<file path="config.mk">
export PLATFORM = sky130hd
export DESIGN_NAME = pr_request_queue
export DESIGN_NICKNAME = d
export VERILOG_FILES = /design/src/rtl/taiga_types.sv /design/src/rtl/pr_rr_arbiter.sv /design/src/rtl/pr_request_queue.sv
export SDC_FILE = /design/constraint.sdc
export NUM_CORES = 1
export LEC_CHECK = 0
export BUFFER_PORTS_ARGS = -buffer_cell sky130_fd_sc_hd__buf_2
export CAP_MARGIN = 20
export CORE_UTILIZATION = 35
export DETAILED_ROUTE_END_ITERATION = 10
export HOLD_SLACK_MARGIN = 0.15
export PLACE_DENSITY = 0.64
export SLEW_MARGIN = 5
export SYNTH_ARGS = -nofsm -noshare
export SYNTH_HDL_FRONTEND = slang
export SYNTH_HIERARCHICAL = 1
export SYNTH_SLANG_ARGS = --single-unit
</file>
<file path="constraint.sdc">
create_clock -name clk -period 4.38 [get_ports clk]
set_input_delay 0.438 -clock clk [delete_from_list [all_inputs] [get_ports clk]]
set_output_delay 0.438 -clock clk [all_outputs]
set_load 0.02 [all_outputs]
</file>
<file path="src/rtl/taiga_types.sv">
// ============================================================================
// Module      : taiga_types
// Description : Shared types for the RCA partial-reconfiguration request path.
// Revision    : 1.0 - initial release
// ============================================================================
`default_nettype none

package taiga_types;

  localparam int C_GRID_SLOT_W = 5;
  localparam int C_OU_ID_W     = 4;

  typedef struct packed {
    logic [C_GRID_SLOT_W-1:0] grid_slot;
    logic [C_OU_ID_W-1:0]     ou_id;
  } pr_queue_inputs_t;

  typedef enum logic [1:0] {
    PRQ_IDLE  = 2'd0,
    PRQ_ISSUE = 2'd1,
    PRQ_BUSY  = 2'd2
  } pr_queue_state_t;

endpackage

`default_nettype wire

</file>
<file path="src/rtl/pr_rr_arbiter.sv">
// ============================================================================
// Module      : pr_rr_arbiter
// Description : Round-robin one-hot arbiter; pointer moves past the winner
//               only when the caller signals that the grant was taken.
// Revision    : 1.0 - initial release
// ============================================================================
`default_nettype none

module pr_rr_arbiter #(
  parameter int NUM_CHANNELS = 2
) (
  input  logic                    clk,
  input  logic                    rst,
  input  logic [NUM_CHANNELS-1:0] i_req,
  input  logic                    i_advance,
  output logic [NUM_CHANNELS-1:0] o_grant
);

  localparam int C_PTR_W = (NUM_CHANNELS > 1) ? $clog2(NUM_CHANNELS) : 1;

  logic [C_PTR_W-1:0] r_ptr;
  logic [C_PTR_W-1:0] w_ptr_next;
  logic [C_PTR_W-1:0] w_idx;
  logic               w_found;

  always_comb begin
    o_grant    = '0;
    w_ptr_next = r_ptr;
    w_found    = 1'b0;
    w_idx      = '0;
    for (int off = 0; off < NUM_CHANNELS; off++) begin
      w_idx = C_PTR_W'((int'(r_ptr) + off) % NUM_CHANNELS);
      if (!w_found && i_req[w_idx]) begin
        w_found        = 1'b1;
        o_grant[w_idx] = 1'b1;
        w_ptr_next     = C_PTR_W'((int'(r_ptr) + off + 1) % NUM_CHANNELS);
      end
    end
  end

  always_ff @(posedge clk or negedge rst) begin
    if (!rst) begin
      r_ptr <= '0;
    end else if (i_advance && w_found) begin
      r_ptr <= w_ptr_next;
    end
  end

endmodule

`default_nettype wire

</file>
<file path="src/rtl/pr_request_queue.sv">
// ============================================================================
// Module      : pr_request_queue
// Description : Multi-source PR request queue with slot merging, feeding the
//               PR/ICAP controller one request at a time.
// Revision    : 1.0 - initial release
// ============================================================================
`default_nettype none

module pr_request_queue
  import taiga_types::*;
#(
  parameter int NUM_CHANNELS = 2,
  parameter int DEPTH        = 8
) (
  input  logic                                clk,
  input  logic                                rst,
  input  logic             [NUM_CHANNELS-1:0] req_valid,
  input  pr_queue_inputs_t [NUM_CHANNELS-1:0] req_data,
  output logic             [NUM_CHANNELS-1:0] req_ready,
  input  logic                                flush,
  output logic                                pr_valid,
  output pr_queue_inputs_t                    pr_req,
  input  logic                                pr_ready,
  input  logic                                pr_done,
  output logic                                busy,
  output logic [$clog2(DEPTH+1)-1:0]          count,
  output logic                                full,
  output logic                                empty,
  output logic                                merged
);

  localparam int                 C_IDX_W = $clog2(DEPTH);
  localparam int                 C_CNT_W = $clog2(DEPTH+1);
  localparam logic [C_CNT_W-1:0] C_DEPTH = C_CNT_W'(DEPTH);

  pr_queue_inputs_t   r_mem [DEPTH];
  logic [DEPTH-1:0]   r_vld;
  logic [C_IDX_W-1:0] r_head;
  logic [C_IDX_W-1:0] r_tail;
  logic [C_CNT_W-1:0] r_count;
  logic               r_full;
  logic               r_empty;
  logic               r_merged;

  pr_queue_state_t    r_state;
  logic               r_pr_valid;
  pr_queue_inputs_t   r_pr_req;
  logic               r_busy;

  logic [NUM_CHANNELS-1:0] w_grant;
  pr_queue_inputs_t        w_cand;
  logic                    w_hit;
  logic [C_IDX_W-1:0]      w_hit_idx;
  logic                    w_pop;
  logic                    w_accept;
  logic                    w_push;
  logic                    w_merge;
  logic [C_CNT_W-1:0]      w_count_next;

  pr_rr_arbiter #(
    .NUM_CHANNELS (NUM_CHANNELS)
  ) u_arb (
    .clk       (clk),
    .rst       (rst),
    .i_req     (req_valid),
    .i_advance (w_accept),
    .o_grant   (w_grant)
  );

  always_comb begin
    w_cand = '0;
    for (int ch = 0; ch < NUM_CHANNELS; ch++) begin
      if (w_grant[ch]) w_cand = req_data[ch];
    end
  end

  assign w_pop = (r_state == PRQ_IDLE) && !r_empty && !flush;

  // The head entry leaving this cycle is already in flight, so it cannot absorb a merge.
  always_comb begin
    w_hit     = 1'b0;
    w_hit_idx = '0;
    for (int e = 0; e < DEPTH; e++) begin
      if (!w_hit && r_vld[e] && (r_mem[e].grid_slot == w_cand.grid_slot) &&
          !(w_pop && (r_head == C_IDX_W'(e)))) begin
        w_hit     = 1'b1;
        w_hit_idx = C_IDX_W'(e);
      end
    end
  end

  assign w_accept  = (|w_grant) && !flush && (w_hit || (r_count < C_DEPTH));
  assign w_push    = w_accept && !w_hit;
  assign w_merge   = w_accept && w_hit;
  assign req_ready = w_accept ? w_grant : '0;

  always_comb begin
    if (flush) w_count_next = '0;
    else       w_count_next = r_count + C_CNT_W'(w_push) - C_CNT_W'(w_pop);
  end

  always_ff @(posedge clk or negedge rst) begin
    if (!rst) begin
      for (int e = 0; e < DEPTH; e++) r_mem[e] <= '0;
      r_vld    <= '0;
      r_head   <= '0;
      r_tail   <= '0;
      r_count  <= '0;
      r_full   <= 1'b0;
      r_empty  <= 1'b1;
      r_merged <= 1'b0;
    end else begin
      r_merged <= w_merge;
      r_count  <= w_count_next;
      r_full   <= (w_count_next == C_DEPTH);
      r_empty  <= (w_count_next == '0);
      if (flush) begin
        r_vld  <= '0;
        r_head <= '0;
        r_tail <= '0;
      end else begin
        if (w_push) begin
          r_mem[r_tail] <= w_cand;
          r_vld[r_tail] <= 1'b1;
          r_tail        <= r_tail + C_IDX_W'(1);
        end
        if (w_merge) r_mem[w_hit_idx].ou_id <= w_cand.ou_id;
        if (w_pop) begin
          r_vld[r_head] <= 1'b0;
          r_head        <= r_head + C_IDX_W'(1);
        end
      end
    end
  end

  always_ff @(posedge clk or negedge rst) begin
    if (!rst) begin
      r_state    <= PRQ_IDLE;
      r_pr_valid <= 1'b0;
      r_pr_req   <= '0;
      r_busy     <= 1'b0;
    end else begin
      case (r_state)
        PRQ_IDLE: begin
          if (w_pop) begin
            r_pr_req   <= r_mem[r_head];
            r_pr_valid <= 1'b1;
            r_busy     <= 1'b1;
            r_state    <= PRQ_ISSUE;
          end
        end
        PRQ_ISSUE: begin
          if (pr_ready) begin
            r_pr_valid <= 1'b0;
            r_state    <= PRQ_BUSY;
          end
        end
        PRQ_BUSY: begin
          if (pr_done) begin
            r_busy  <= 1'b0;
            r_state <= PRQ_IDLE;
          end
        end
        default: begin
          r_pr_valid <= 1'b0;
          r_busy     <= 1'b0;
          r_state    <= PRQ_IDLE;
        end
      endcase
    end
  end

  assign pr_valid = r_pr_valid;
  assign pr_req   = r_pr_req;
  assign busy     = r_busy;
  assign count    = r_count;
  assign full     = r_full;
  assign empty    = r_empty;
  assign merged   = r_merged;

endmodule

`default_nettype wire
</file>
## Yosys cells after proc, flatten, opt, wreduce, memory -nomap -nowiden

Cells that the tools add are included.

- Bits in registers: 107
- Input port bits: 25
- Output and inout port bits: 20
- Word-level logic and storage cells: 222

- Add/subtract/negate cells: 6
- Order comparisons: 14
- Eq/ne operators: 21
- Muxes and demuxes: 66
- Bitwise operators: 9
- Reductions and logical operators: 77

Operators with widths:

| kind | count |
|---|---|
| 72-bit two-way mux | 3 |
| 72-bit bitwise mux | 2 |
| 9-bit demux with 3-bit select | 2 |
| 1-bit logical AND | 45 |
| 9-bit two-way mux | 5 |
| 5-bit equality test | 8 |
| 8-bit two-way mux | 4 |
| 3-bit two-way mux | 10 |
| 9-bit binary-select mux with 3-bit select | 1 |
| 1-bit two-way mux | 24 |
| 1-bit zero test | 19 |
| 3-bit equality test, second input constant | 4 |
| 4-bit >= comparator, second input constant | 3 |
| 2-bit two-way mux | 6 |
| 3-bit NOT with 4-bit output | 3 |
| 3-bit AND reduction | 3 |
| 8-bit AND | 1 |
| 3-bit by 4-bit less-than comparator with 1-bit output, second input constant | 2 |
| 4-bit by 1-bit less-than comparator with 1-bit output, second input constant | 2 |
| 4-bit two-way mux | 2 |
| 8-bit NOT | 1 |
| 8-bit OR | 1 |
| 3-bit by 1-bit adder with 3-bit output, second input constant | 2 |
| 1-bit demux with 3-bit select | 2 |
| 25 further kinds | 38 |

## Logic depth before layout (Yosys ltp)

- Depth in word-level cells: 56
- Depth in mapped cells: 20
- Gate-level depth less buffers: 17

## Cells and area by module

The synthesis kept the hierarchy.

By module, submodules not included:

| module | instances | cells each | area each (µm²) | sequential area each (µm²) |
|---|---|---|---|---|
| pr_request_queue | 1 | 604 | 6356.1 | 2653.8 |
| pr_rr_arbiter | 1 | 6 | 55.1 | 25.0 |

## Worst setup path before layout

No wires, ideal clock.

- Path kind: register to register
- Start: register r_head[0]
- End: register r_full, in the netlist full
- Setup time: 0.086 ns
- Arrival: 4.030 ns
- Data required time: 4.294 ns
- Path slack: 0.264 ns
- Stages on the path, launching flop included: 16
- Buffers on the path: 1
- Period minus slack after synthesis: 4.116 ns
- Cell sequence: dfrtp_1 clkbuf_1 clkinv_1 ha_1 and3_1 or4_1 nand3b_1 nor2_2 nand2_1 ha_1 inv_1 ha_1 fa_1 nor2b_1 or3_1 nor3_1

- Word-level cells in the longest chain between the ends: 47
- Elaborated cells between the ends (all ways): 69
- Those cells by class: add/sub (2); eq/ne (8); mux (9); reduce/logical (50)

RTL lines:

| element | RTL line | source |
|---|---|---|
| start, declared | pr_request_queue.sv:38 | `logic [C_IDX_W-1:0] r_head;` |
| start signal, assigned | pr_request_queue.sv:130 | `r_head <= r_head + C_IDX_W'(1);` |
| 3-bit zero test | pr_request_queue.sv:85 | `!(w_pop && (r_head == C_IDX_W'(e)))) begin` |
| 1-bit logical AND | pr_request_queue.sv:85 |  |
| 1-bit zero test | pr_request_queue.sv:85 |  |
| 1-bit logical AND | pr_request_queue.sv:84 | `if (!w_hit && r_vld[e] && (r_mem[e].grid_slot == w_cand.grid_slot) &&` |
| 1-bit two-way mux | pr_request_queue.sv:84 |  |
| 1-bit zero test | pr_request_queue.sv:84 |  |
| 1-bit logical AND (3 in a row) | pr_request_queue.sv:84 |  |
| 1-bit two-way mux | pr_request_queue.sv:84 |  |
| [30 not listed] | n/a |  |
| 1-bit logical OR | pr_request_queue.sv:92 | `assign w_accept = (\|w_grant) && !flush && (w_hit \|\| (r_count < C_DEPTH));` |
| 1-bit logical AND | pr_request_queue.sv:92 |  |
| 1-bit logical AND * | pr_request_queue.sv:93 | `assign w_push = w_accept && !w_hit;` |
| 4-bit by 1-bit adder with 4-bit output * | pr_request_queue.sv:99 | `else w_count_next = r_count + C_CNT_W'(w_push) - C_CNT_W'(w_pop);` |
| 4-bit by 1-bit subtractor with 4-bit output * | pr_request_queue.sv:99 |  |
| 4-bit two-way mux * | pr_request_queue.sv:98 | `if (flush) w_count_next = '0;` |
| net w_count_next[1] | pr_request_queue.sv:58 | `logic [C_CNT_W-1:0] w_count_next;` |
| 4-bit equality test * | pr_request_queue.sv:115 | `r_full <= (w_count_next == C_DEPTH);` |
| end signal, assigned | pr_request_queue.sv:115 |  |
| end, declared | pr_request_queue.sv:41 | `logic r_full;` |

The timed path passes the listed nets; every way through them passes the cells marked *.
A chain may end at the register's enable or synchronous reset.

## Worst setup path in the final report

- Start: register u_arb.r_ptr
- End: register r_full, in the netlist full

- Elaborated cells between the ends (all ways): 79
- Those cells by class: add/sub (3); order compare (4); eq/ne (9); mux (22); bitwise (1); reduce/logical (40)

RTL lines:

| element | RTL line | source |
|---|---|---|
| start, declared | pr_rr_arbiter.sv:21 | `logic [C_PTR_W-1:0] r_ptr;` |
| start signal, assigned | pr_rr_arbiter.sv:45 | `r_ptr <= w_ptr_next;` |
| 1-bit adder (tied with other cells) | pr_rr_arbiter.sv:32 | `w_idx = C_PTR_W'((int'(r_ptr) + off) % NUM_CHANNELS);` |
| 1-bit by 2-bit less-than comparator with 1-bit output (implied by the code) (tied with other cells) | pr_rr_arbiter.sv:35 | `o_grant[w_idx] = 1'b1;` |
| 1-bit logical AND (implied by the code) / 1-bit two-way mux (equally long branches) | pr_rr_arbiter.sv:35 |  |
| 1-bit two-way mux (implied by the code) / 1-bit demux with 1-bit select (equally long branches) | n/a |  |
| 1-bit demux with 1-bit select / 2-bit two-way mux (equally long branches) | n/a |  |
| 2-bit OR (no source line) | n/a |  |
| 2-bit two-way mux * | pr_rr_arbiter.sv:33 | `if (!w_found && i_req[w_idx]) begin` |
| net w_grant[1] | pr_request_queue.sv:50 | `logic [NUM_CHANNELS-1:0] w_grant;` |
| [40 not listed] | n/a |  |
| 1-bit logical OR | pr_request_queue.sv:92 |  |
| 1-bit logical AND | pr_request_queue.sv:92 |  |
| 1-bit logical AND * | pr_request_queue.sv:93 |  |
| 4-bit by 1-bit adder with 4-bit output * | pr_request_queue.sv:99 |  |
| 4-bit by 1-bit subtractor with 4-bit output * | pr_request_queue.sv:99 |  |
| 4-bit two-way mux * | pr_request_queue.sv:98 |  |
| net w_count_next[1] | pr_request_queue.sv:58 |  |
| 4-bit equality test * | pr_request_queue.sv:115 |  |

The timed path passes the listed nets; every way through them passes the cells marked *. The select of a mux whose other input is x is not followed.

==> flow_metrics.env <==
export IMPL_floorplan_initialDensity_pct=35.7
export IMPL_synth_top_cell_by_area="dfrtp_1"
export IMPL_r2r_start="u_arb/r_ptr$_DFFE_PN0P_"
export IMPL_wl_per_cell_um=20.7
export IMPL_synthTopCellsByCount="dfrtp_1 (106), mux2_2 (69), nor2_1 (45), inv_1 (31), nand2_1 (29)"
export IMPL_finalSetupViolations=0
export IMPL_critical_path_required_ns=4.66
export IMPL_synth_most_common_cell="dfrtp_1"
export IMPL_clk_latency_ns=0.37
export IMPL_grt_max_degree=74
export IMPL_synth_seq_cells=107
export IMPL_min_period_ns=4.10
export IMPL_root_buffer="clkbuf_16"
export IMPL_yosysUniqueCellTypes=75
export IMPL_r2r_slack_ns=0.28
export IMPL_synth_enable_flop_cells=0
export IMPL_critPathCaptureType="register"
export IMPL_core_area_um2=18000
export IMPL_ant_nets=0
export IMPL_syn_to_final_growth_pct=14.7
export IMPL_gp_congestion=0.908
export IMPL_status="finished, final reports clean"
export IMPL_final_max_slew_violation_count=0
export IMPL_dieArea_um2=18900
export IMPL_drt_wl_total_um=18600
export IMPL_worst_r2r_cell_count=17
export IMPL_cp_startpoint="u_arb/r_ptr$_DFFE_PN0P_"
export IMPL_tns_ns=0
export IMPL_worstPathMaxFanout=24
export IMPL_path_clk_slew_ns=0.08
export IMPL_whs_ns=0.214
export IMPL_dieWidth_um=137
export IMPL_cts_max_level=3
export IMPL_drive_gt1_share_pct=28.2
export IMPL_hold_violations=0
export IMPL_grt_pass1_wl_um=29300
export IMPL_avgSynthCellArea_um2=10.5
export IMPL_hp_class="in2async"
export IMPL_ir_drop_v=0.000344
export IMPL_cp_endpoint="full$_DFF_PN0_"
export IMPL_tritoncts="done"
export IMPL_critical_path_class="reg2reg"
export IMPL_fmax_ghz=0.244
export IMPL_synth_top_area_share_pct=41.4
export IMPL_start_kind="register"
export IMPL_remaining_drc_errors=0
export IMPL_pre_cts_ws_ns=0.0410
export IMPL_worstMarginPinSlew_ns=1.04
export IMPL_numCtsBuffers=9
export IMPL_yosys_top_cells_area="dfrtp_1 (41%), mux2_2 (12%), a221oi_1 (3.0%)"
export IMPL_clock_sinks=107
export IMPL_vias=5138
export IMPL_grt_overflow=0
export IMPL_ys_warn_count=6
export IMPL_first_pass_iters=5
export IMPL_maxCapViolations=0
export IMPL_synth_area_um2=6410
export IMPL_portBuffers=44
export IMPL_setup_slack_ns=0.283
export IMPL_synth_fp_nets=647
export IMPL_p_per_area_nw_per_um2=586
export IMPL_arrival_ns=4.38
export IMPL_ys_flop_type="dfrtp_1"
export IMPL_slew_headroom_pct=29.8
export IMPL_dr_first_iter_drc_count=430
export IMPL_rsz0062_at_grt="false"
export IMPL_min_period_over_period_pct=93.5
export IMPL_die_h_um=137
export IMPL_grt_pass1_vias=4972
export IMPL_rows=49
export IMPL_syn_inst=610
export IMPL_ys_seq_area_share_pct=41.8
export IMPL_antenna_found_initial=0
export IMPL_io_pins=45
export IMPL_skew_ns=0.0148
export IMPL_p_leak_nw=3.34
export IMPL_fin_nets=702
export IMPL_clk_path_buf_depth=2
export IMPL_grt_usage_pct=21.2
export IMPL_antennaDiodeCount=0
export IMPL_vias_per_cell=5.72
export IMPL_synthArstFlopShare_pct=100
export IMPL_timing_rr_end="full$_DFF_PN0_"
export IMPL_hpwl_um=13500
==> cell type report <==
type / count / area, um2
fill: 1751 / 10600
multi-input combinational: 441 / 3480
sequential: 107 / 2680
timing repair buffer: 72 / 445
tap: 229 / 287
clock buffer: 11 / 243
inverter: 34 / 133
clock inverter: 5 / 85.1
==> per-stage QoR <==
stage                     util [%]  area [um2]  power, mW  instances
final                         40.9        7350       4.31        899
after global routing          40.9        7350       4.58        899
after floorplan                  -        6410       2.76        610
after detailed placement      39.0        7010       3.38        883
after global placement        39.0        7010       3.36        883
after CTS                     40.9        7340       4.30        899
==> power by group <==
part / internal, mW / switching, mW
Combinational: 0.773 / 1.04
Clock: 0.522 / 0.397
Sequential: 1.27 / 0.302
==> cell usage in the layout, fill, tap and decap left out, types with 3 or more instances in the layout <==
cell / n
nand2b_1: 7
buf_2: 43
a22o_1: 4
ha_1: 11
nor3_1: 8
nand4_1: 4
nand3b_1: 7
a22oi_1: 3
or2_2: 5
nand3_1: 22
nor2_1: 45
clkbuf_16: 9
dfrtp_1: 106
o221ai_1: 5
xnor2_1: 19
nand2_1: 29
mux2_4: 4
o21ai_0: 19
a31o_2: 3
nor4bb_1: 4
a21o_1: 3
and2_1: 7
a21oi_1: 22
mux4_2: 6
and3_1: 6
a221oi_1: 22
mux2i_1: 17
o22ai_1: 4
or3_1: 5
mux2_2: 69
a31oi_1: 7
buf_4: 28
xor2_1: 14
inv_1: 31
nor2b_1: 13
==> cells by family after synthesis <==
group,after synthesis,synth area share (%)
DFF,107,41.8
and+or+nand+nor,178,15.1
xor gates and xnor gates,33,4.51
AOI/OAI and AO/OA,121,13.9
buffers and inverters,62,4.25
adders and majority gates,12,2.46
muxes,97,18.0
==> flip-flops by register name (all words and copies together) (netlist names) <==
signal	flops
pr_valid	1
merged	1
count	4
r_tail	3
busy	1
r_head	3
r_vld	8
full	1
pr_req	9
u_arb/r_ptr	1
r_state	2
empty	1
r_mem	72
==> per-layer routing <==
| metal | global-route usage (%) | vias to the layer above | part of all wire (%) |
|---|---|---|---|
| met1 | 29.2 | 2564 | 46 |
| met3 | 4.60 | 46 | 5.8 |
| li1 | - | 2348 | - |
| met5 | 0 | - | 0 |
| met2 | 31.6 | 180 | 44 |
| met4 | 9.71 | 0 | 3.7 |
==> how the worst min path moves through the flow <==
stage                              start               endpoint  slack, ns  cells past startpoint
finish                               rst  r_mem[70]$_DFFE_PN0P_       0.21                      1
global route                         rst  r_mem[70]$_DFFE_PN0P_       0.30                      1
CTS                                  rst       busy$_DFFE_PN0P_       0.26                      1
detailed placement      busy$_DFFE_PN0P_       busy$_DFFE_PN0P_       0.46                      2
global placement    pr_valid$_DFFE_PN0P_   pr_valid$_DFFE_PN0P_       0.47                      2
floorplan                            rst       busy$_DFFE_PN0P_       0.14                      0
==> worst max-delay path, cell delays in order (launching register included) <==
cell      delay [ns]
dfrtp_1         0.43
inv_1           0.10
a21boi_4        0.26
buf_12          0.20
nand3b_1        0.23
and3_1          0.20
o221ai_1        0.11
or4_1           0.63
nand3b_1        0.17
nor2_2          0.05
nand2_1         0.12
ha_1            0.24
inv_1           0.06
ha_1            0.18
fa_1            0.41
nor2b_1         0.15
or3_1           0.33
nor3_1          0.14
==> what timing repair did <==
| item | CTS | global route |
|---|---|---|
| setup endpoints to repair | 0 | 3 |
| hold buffers | 0 | 0 |
| setup buffers | 0 | 0 |
| gates resized for setup | 0 | 3 |
No activity file was read; power rests on OpenSTA's default activity.
